<file path="src/rtl/reset_sequence_ctrl.sv">
// rtl/reset_sequence_ctrl.sv - staged reset release gated by PLL lock and EMIF calibration
// Optional feature macro: RESET_SEQ_AUTO_RETRY_EN (ERROR retries from HOLD after TIMEOUT_CYCLES)
module reset_sequence_ctrl #(
  parameter int NUM_STAGES     = 4,
  parameter int HOLD_CYCLES    = 16,
  parameter int TIMEOUT_CYCLES = 1024
) (
  input  logic                  clk,
  input  logic                  reset,
  input  logic                  pll_locked,
  input  logic                  cal_success,
  input  logic                  cal_fail,
  input  logic                  restart_req,
  output logic [NUM_STAGES-1:0] reset_out,
  output logic                  seq_done,
  output logic                  seq_error,
  output logic [2:0]            state_o
);

  localparam int MAX_CNT = (HOLD_CYCLES > TIMEOUT_CYCLES) ? HOLD_CYCLES : TIMEOUT_CYCLES;
  localparam int CW      = $clog2(MAX_CNT + 1);
  localparam int KW      = (NUM_STAGES > 1) ? $clog2(NUM_STAGES) : 1;

  localparam logic [CW-1:0] HOLD_LAST    = CW'(HOLD_CYCLES - 1);
  localparam logic [CW-1:0] TIMEOUT_LAST = CW'(TIMEOUT_CYCLES - 1);
  localparam logic [KW-1:0] STAGE_LAST   = KW'(NUM_STAGES - 1);

  typedef enum logic [2:0] {
    HOLD     = 3'd0,
    WAIT_CAL = 3'd1,
    RELEASE  = 3'd2,
    RUN      = 3'd3,
    ERROR    = 3'd4
  } state_t;

  state_t                state, state_n;
  logic                  sync1, locked_sync;
  logic [CW-1:0]         hold_cnt, hold_n;
  logic [CW-1:0]         timer, timer_n;
  logic [KW-1:0]         stage, stage_n;
  logic [NUM_STAGES-1:0] reset_next;
  logic                  done_next, err_next;
  logic                  go_error;

  assign state_o = state;

  always_ff @(posedge clk or posedge reset) begin
    if (reset) begin
      sync1       <= 1'b0;
      locked_sync <= 1'b0;
      state       <= HOLD;
      hold_cnt    <= '0;
      timer       <= '0;
      stage       <= '0;
      reset_out   <= '1;
      seq_done    <= 1'b0;
      seq_error   <= 1'b0;
    end else begin
      sync1       <= pll_locked;
      locked_sync <= sync1;
      state       <= state_n;
      hold_cnt    <= hold_n;
      timer       <= timer_n;
      stage       <= stage_n;
      reset_out   <= reset_next;
      seq_done    <= done_next;
      seq_error   <= err_next;
    end
  end

  always_comb begin
    state_n    = state;
    hold_n     = hold_cnt;
    timer_n    = timer;
    stage_n    = stage;
    reset_next = reset_out;
    done_next  = 1'b0;
    err_next   = 1'b0;
    go_error   = 1'b0;

    if (!locked_sync || restart_req) begin
      state_n    = HOLD;
      reset_next = '1;
      hold_n     = '0;
      timer_n    = '0;
      stage_n    = '0;
    end else begin
      case (state)
        HOLD: begin
          reset_next = '1;
          if (hold_cnt == HOLD_LAST) begin
            state_n       = WAIT_CAL;
            reset_next[0] = 1'b0;
            hold_n        = '0;
            timer_n       = '0;
          end else begin
            hold_n = hold_cnt + 1'b1;
          end
        end
        WAIT_CAL: begin
          if (cal_fail || timer == TIMEOUT_LAST) begin
            go_error = 1'b1;
          end else if (cal_success) begin
            hold_n  = '0;
            timer_n = '0;
            if (NUM_STAGES == 1) begin
              state_n    = RUN;
              reset_next = '0;
              done_next  = 1'b1;
            end else begin
              state_n = RELEASE;
              stage_n = KW'(1);
            end
          end else begin
            timer_n = timer + 1'b1;
          end
        end
        RELEASE: begin
          if (cal_fail || !cal_success) begin
            go_error = 1'b1;
          end else if (hold_cnt == HOLD_LAST) begin
            reset_next[stage] = 1'b0;
            hold_n            = '0;
            if (stage == STAGE_LAST) begin
              state_n   = RUN;
              stage_n   = '0;
              done_next = 1'b1;
            end else begin
              stage_n = stage + 1'b1;
            end
          end else begin
            hold_n = hold_cnt + 1'b1;
          end
        end
        RUN: begin
          if (cal_fail || !cal_success) begin
            go_error = 1'b1;
          end else begin
            reset_next = '0;
            done_next  = 1'b1;
          end
        end
        ERROR: begin
          reset_next = '1;
          err_next   = 1'b1;
`ifdef RESET_SEQ_AUTO_RETRY_EN
          if (timer == TIMEOUT_LAST) begin
            state_n  = HOLD;
            err_next = 1'b0;
            timer_n  = '0;
            hold_n   = '0;
          end else begin
            timer_n = timer + 1'b1;
          end
`endif
        end
        default: begin
          state_n    = HOLD;
          reset_next = '1;
          hold_n     = '0;
          timer_n    = '0;
          stage_n    = '0;
        end
      endcase

      // Any calibration problem collapses every stage back into reset at once.
      if (go_error) begin
        state_n    = ERROR;
        reset_next = '1;
        err_next   = 1'b1;
        hold_n     = '0;
        timer_n    = '0;
        stage_n    = '0;
      end
    end
  end

endmodule

</file>
<file path="config.mk">
export PLATFORM = sky130hd
export DESIGN_NAME = reset_sequence_ctrl
export DESIGN_NICKNAME = d
export VERILOG_FILES = /design/src/rtl/reset_sequence_ctrl.sv
export SDC_FILE = /design/constraint.sdc
export NUM_CORES = 1
export LEC_CHECK = 0
export ABC_CLOCK_PERIOD_IN_PS = 2900
export BUFFER_PORTS_ARGS = -buffer_cell sky130_fd_sc_hd__buf_2
export CAP_MARGIN = 20
export CELL_PAD_IN_SITES_DETAIL_PLACEMENT = 0
export CELL_PAD_IN_SITES_GLOBAL_PLACEMENT = 1
export CORE_UTILIZATION = 35
export CTS_CLUSTER_DIAMETER = 30
export CTS_CLUSTER_SIZE = 12
export DETAILED_ROUTE_END_ITERATION = 6
export GPL_TIMING_DRIVEN = 0
export PLACE_DENSITY_LB_ADDON = 0.1
export RECOVER_POWER = 50
export SLEW_MARGIN = 10
export SYNTH_ARGS = -nofsm -noshare
export SYNTH_HDL_FRONTEND = slang
export SYNTH_SLANG_ARGS = --single-unit
</file>
<file path="constraint.sdc">
create_clock -name clk -period 2.9 [get_ports clk]
set_input_delay 0.87 -clock clk [delete_from_list [all_inputs] [get_ports clk]]
set_output_delay 0.87 -clock clk [all_outputs]
set_load 0.01 [all_outputs]
</file>
After elaboration in Yosys (flattened, before gate mapping)
Index checks and enable logic that the tools add are counted.

Output and inout port bits: 9. Logic and storage cells: 102. Flip-flop bits (word level): 35. Bits of input ports: 6.

Order comparisons: 2. Reductions and logical operators: 16. Multiplexer cells: 52. Bitwise gates (word level): 2. $add $sub $neg: 3. Equal/unequal tests: 18.

Operators with widths (number): 2-to-1 mux 11 bit (11); case mux 11 bit (4 select lines) (1); case mux 11 bit (3 select lines) (1); != test 4 bit (second input constant) (7); 2-to-1 mux 3 bit (8); adder 11 x 1 -> 11 bit (second input constant) (2); 2-to-1 mux 4 bit (5); case mux 4 bit (4 select lines) (1); 2-to-1 mux 2 bit (7); 2-to-1 mux 1 bit (13); case mux 3 bit (4 select lines) (1); equality test 11 x 10 -> 1 bit (second input constant) (1); equality test 11 x 4 -> 1 bit (second input constant) (1); != test 3 x 1 -> 1 bit (second input constant) (3); AND reduction 4 bit (2); AND reduction 7 bit (1); equality test 3 x 2 -> 1 bit (second input constant) (2); case mux 2 bit (3 select lines) (1); OR reduction 3 bit (2); AND reduction 5 bit (1); AND 4 bit (1); NOT 4 bit (1); case mux 1 bit (2 select lines) (2); OR reduction 2 bit (2); other kinds (13) (16).

Longest topological paths before layout
Depth in word-level cells: 11. Mapped depth: 8. Depth with buffers taken out: 6.

Least setup slack after synthesis
OpenSTA, ideal clock, no wires.

Path kind: input port to flip-flop. Start point: input cal_fail. End point: register hold_cnt[8]. Library setup time: 0.067 ns. Data arrival time: 2.104 ns. Buffers on the path: 1. Path slack: 0.730 ns. Required time: 2.833 ns. Stages: 6. Path through: nand2b_1 -> a2111oi_2 -> nand2b_1 -> buf_4 -> nor4_1 -> a221o_1.

Cells in the longest elaborated chain, start to end: 6. Elaborated cells between the ends (all ways): 13. Those cells by class: eq/ne (4); mux (6); reduce/logical (3).

Ends and longest elaborated chain: start: declaration (RTL line 12) `input logic cal_fail,`; logical OR 1 bit (on tied branches) (RTL line 119, 136, 101); 2-to-1 mux 1 bit (on tied branches) (RTL line 119, 136, 101); case mux 1 bit (2 select lines) (RTL line 88) `case (state)`; 2-to-1 mux 1 bit (RTL line 81) `if (!locked_sync || restart_req) begin`; != test 4 bit (no line) (tied with other cells); AND reduction 4 bit (no line) / 2-to-1 mux 11 bit (equally long branches); end signal: assignment (RTL line 62) `hold_cnt <= hold_n;`; end: declaration (RTL line 38) `logic [CW-1:0] hold_cnt, hold_n;`.

Parallel ways exist; a longest one is shown, timed or not. The select of a mux whose other input is x is not followed. A chain may end at the register's enable or synchronous reset.

Final worst setup path
Start point: register timer[0]. End point: register state[1] (netlist: state_o[1]).

Cells in the longest elaborated chain, start to end: 7. Elaborated cells between the ends (all ways): 15. Those cells by class: eq/ne (8); mux (5); reduce/logical (2).

Ends and longest elaborated chain: start: declaration (RTL line 39) `logic [CW-1:0] timer, timer_n;`; start signal: assignment (RTL line 63) `timer <= timer_n;`; equality test 11 x 10 -> 1 bit (*) (RTL line 101) `if (cal_fail || timer == TIMEOUT_LAST) begin`; logical OR 1 bit (*) (RTL line 101); 2-to-1 mux 1 bit (RTL line 101); case mux 1 bit (2 select lines) (RTL line 88); 2-to-1 mux 1 bit (RTL line 81); != test 4 bit (no line) (tied with other cells); AND reduction 7 bit (no line) / 2-to-1 mux 3 bit (equally long branches); end signal: assignment (RTL line 61) `state <= state_n;`; end: declaration (RTL line 36) `state_t state, state_n;`.

Every way passes the cells marked *; elsewhere a longest branch is shown, timed or not. The select of a mux whose other input is x is not followed.

==> impl_results.md <==
- Final period utilization: 0.802
- Total of max-cap violations: 0
- Initial antenna violation count: 0
- Min-delay src: sync1$_DFF_PP0_
- Crit path DAT: 2.48 ns
- Crit path launch type: flop
- DP Area: 2130 um2
- Nets: 244
- GR Overflow Total: 0
- Dpl ws: 0.394 ns
- Post-DP HPWL: 3270 um
- R2r worst-path depth: 8
- Sw frac: 0.229
- Asr flop ratio synth: 1.00
- Slew Viols, Final: 0
- Max-slew headroom: 0.0675
- Gpl congestion: 0.785
- Ports: 15
- IO buf count: 14
- Global-route wire length before repair: 8300 um
- # H-tree levels: 2
- CTS root buf: clkbuf_8
- Final Hold Viols: 0
- Hold Path Class: reg2reg
- Reg2reg end: state_o[1]$_DFFE_PP0P_
- Worst-path maximum fanout: 10
- Critical Path Sink Type: flop
- Die area: 5930 um2
- Routed wire length: 4740 um
- Clock Skew: 0.00852 ns
- Worst-path clk slew: 0.07 ns
- Setup ws final: 0.573 ns
- Worst Path Required: 3.06 ns
- Main flop type after synthesis: dfrtp_1
- First-pass iteration count of the detailed router: 5
- DIE WIDTH: 77.0 um
- Worst r2r src: timer[0]$_DFFE_PP0P_
- Post-Synthesis Net Count: 223
- Finished Cell Area: 2220 um2
- Vias: 1677
- Syn avg cell area: 9.33 um2
- Vias in the first global route: 1652
- DRC: 0
- Sequential fraction of the synthesis area: 0.447
- Cts repair resizes: 0
- CTS Sinks: 35
- Register-to-register setup slack: 0.57 ns
- Largest net degree at the start of global routing: 36
- CTS tree: built
- CTS Buffer Depth: 2
- Antenna cells: 0
- Gate power share: 0.042
- Net Switching: 214 uW
- Clk pwr share: 0.427
- ANT nets after route: 0
- Peak VDD IR: 0.204 mV
- EDFF count, synth: 0
- Post-DR wirelength/cell: 15.6 um
- Fmax: 430 MHz
- Fraction of layout cells with a size suffix above 1: 0.172
- Initial Util: 0.374
- # rows: 26
- P_int: 723 uW
- RSZ-0062 raised after global routing: no
- Post-layout util: 0.422
- Worst-Skew Late Latency: 0.30 ns
- Chip height: 77.0 um
- Via/cell ratio: 5.53
- Synthesis-stage register bit count: 35
- Mapped Area: 1970 um2
- Post-CTS Hold Fix Bufs: 0
- Area Overhead vs Synth: 13.0%
- Postcts setup bufs: 0
- Core footprint: 5270 um2
- 1st-iter DRT viols: 132
- Fin crit period: 2.33 ns
- GRT Util Overall: 0.176
- Status: complete, no violations
- Worst slew pin tran: 1.40 ns
- Static Leak: 0.976 nW
- Cts bufs inserted: 5
- Cells after synthesis: 211
- Power Density: 421 nW/um2
- Commonest non-fill, non-tap cells in the layout: 31 x dfrtp_1, 15 x nand2_1, 15 x buf_2, 14 x o21ai_0, 14 x a21oi_1
- Worst setup path start: timer[0]$_DFFE_PP0P_
- Synth Warn #: 0
- Final sum of negative setup slack: 0 ns
- Distinct cell type count after synthesis: 50
- Setup crit end: state_o[1]$_DFFE_PP0P_
- Hold slack: 0.358 ns
- Commonest non-fill, non-tap cell in the layout: dfrtp_1
- Reg power frac: 0.530
- Setup violators final: 0
- Critical path class: reg2reg
## synthesized netlist by cell type (4+ instances only)
master,count,area [um2]
a211o_1,7,61.3
a21oi_1,14,70.1
and3_1,10,62.6
clkbuf_1,6,22.5
dfrtp_1,31,776
dfstp_2,4,105
ha_1,6,75.1
inv_1,8,30.0
nand2_1,15,56.3
nand2b_1,4,25.0
nand3_1,13,65.1
nor2_1,13,48.8
nor3_1,13,65.1
o21ai_0,14,70.1
## how the worst min path moves through the flow
stage	endpoint	cells past startpoint
floorplan	locked_sync$_DFF_PP0_	0
global placement	locked_sync$_DFF_PP0_	0
detailed placement	locked_sync$_DFF_PP0_	0
CTS	locked_sync$_DFF_PP0_	0
global route	locked_sync$_DFF_PP0_	0
finish	locked_sync$_DFF_PP0_	0
## kinds of logic (layout without fill, tap and decap cells)
| group | Yosys count | in the layout | share of synthesized area |
|---|---|---|---|
| AOI/OAI and AO/OA | 55 | 55 | 0.189 |
| adders and majority gates | 6 | 6 | 0.0381 |
| buffers and inverters | 19 | 41 | 0.0438 |
| DFF | 35 | 35 | 0.447 |
| muxes | 1 | 1 | 0.00572 |
| and+or+nand+nor | 95 | 95 | 0.276 |
## flip-flops by register name, summed over array words and instances (netlist names)
register	flops
state_o	3
stage	2
locked_sync	1
hold_cnt	11
seq_error	1
timer	11
reset_out	4
sync1	1
seq_done	1
## through the flow
stage | instances | power, mW
after detailed placement | 295 | 0.548
after floorplan | 211 | 0.532
final | 303 | 0.938
after CTS | 303 | 0.955
after global placement | 295 | 0.547
after global routing | 303 | 0.974
## cell type report
type / instances / area [um2]
Buffer: 11 / 56.3
Timing Repair Buffer: 14 / 67.6
Inverter: 8 / 30.0
Multi-Input combinational cell: 157 / 1000
Tap cell: 70 / 87.6
Clock buffer: 8 / 100
Sequential cell: 35 / 881
Fill cell: 557 / 3050
## per-layer routing
metal,wire [um],GRT usage
met5,0,0
met4,65,0.0623
met3,178,0.0369
met2,2200,0.273
met1,2300,0.243
## power by group through the flow
stage	registers [mW]	clock network, mW	logic [mW]
3_3_place_gp	0.506	0	0.0403
4_1_cts	0.497	0.416	0.0415
2_1_floorplan	0.505	0	0.0271
5_1_grt	0.498	0.431	0.0453
3_5_place_dp	0.506	0	0.0413
6_report	0.497	0.401	0.0396
## worst max-delay path, stage by stage (launching register included)
cell,delay (ns)
dfrtp_1,0.41
ha_1,0.23
and4_1,0.28
nand4_1,0.19
nor3_2,0.36
or2_2,0.18
buf_2,0.18
buf_2,0.28
nor3_1,0.08
Note: power is estimated with default switching activity, not from simulation.
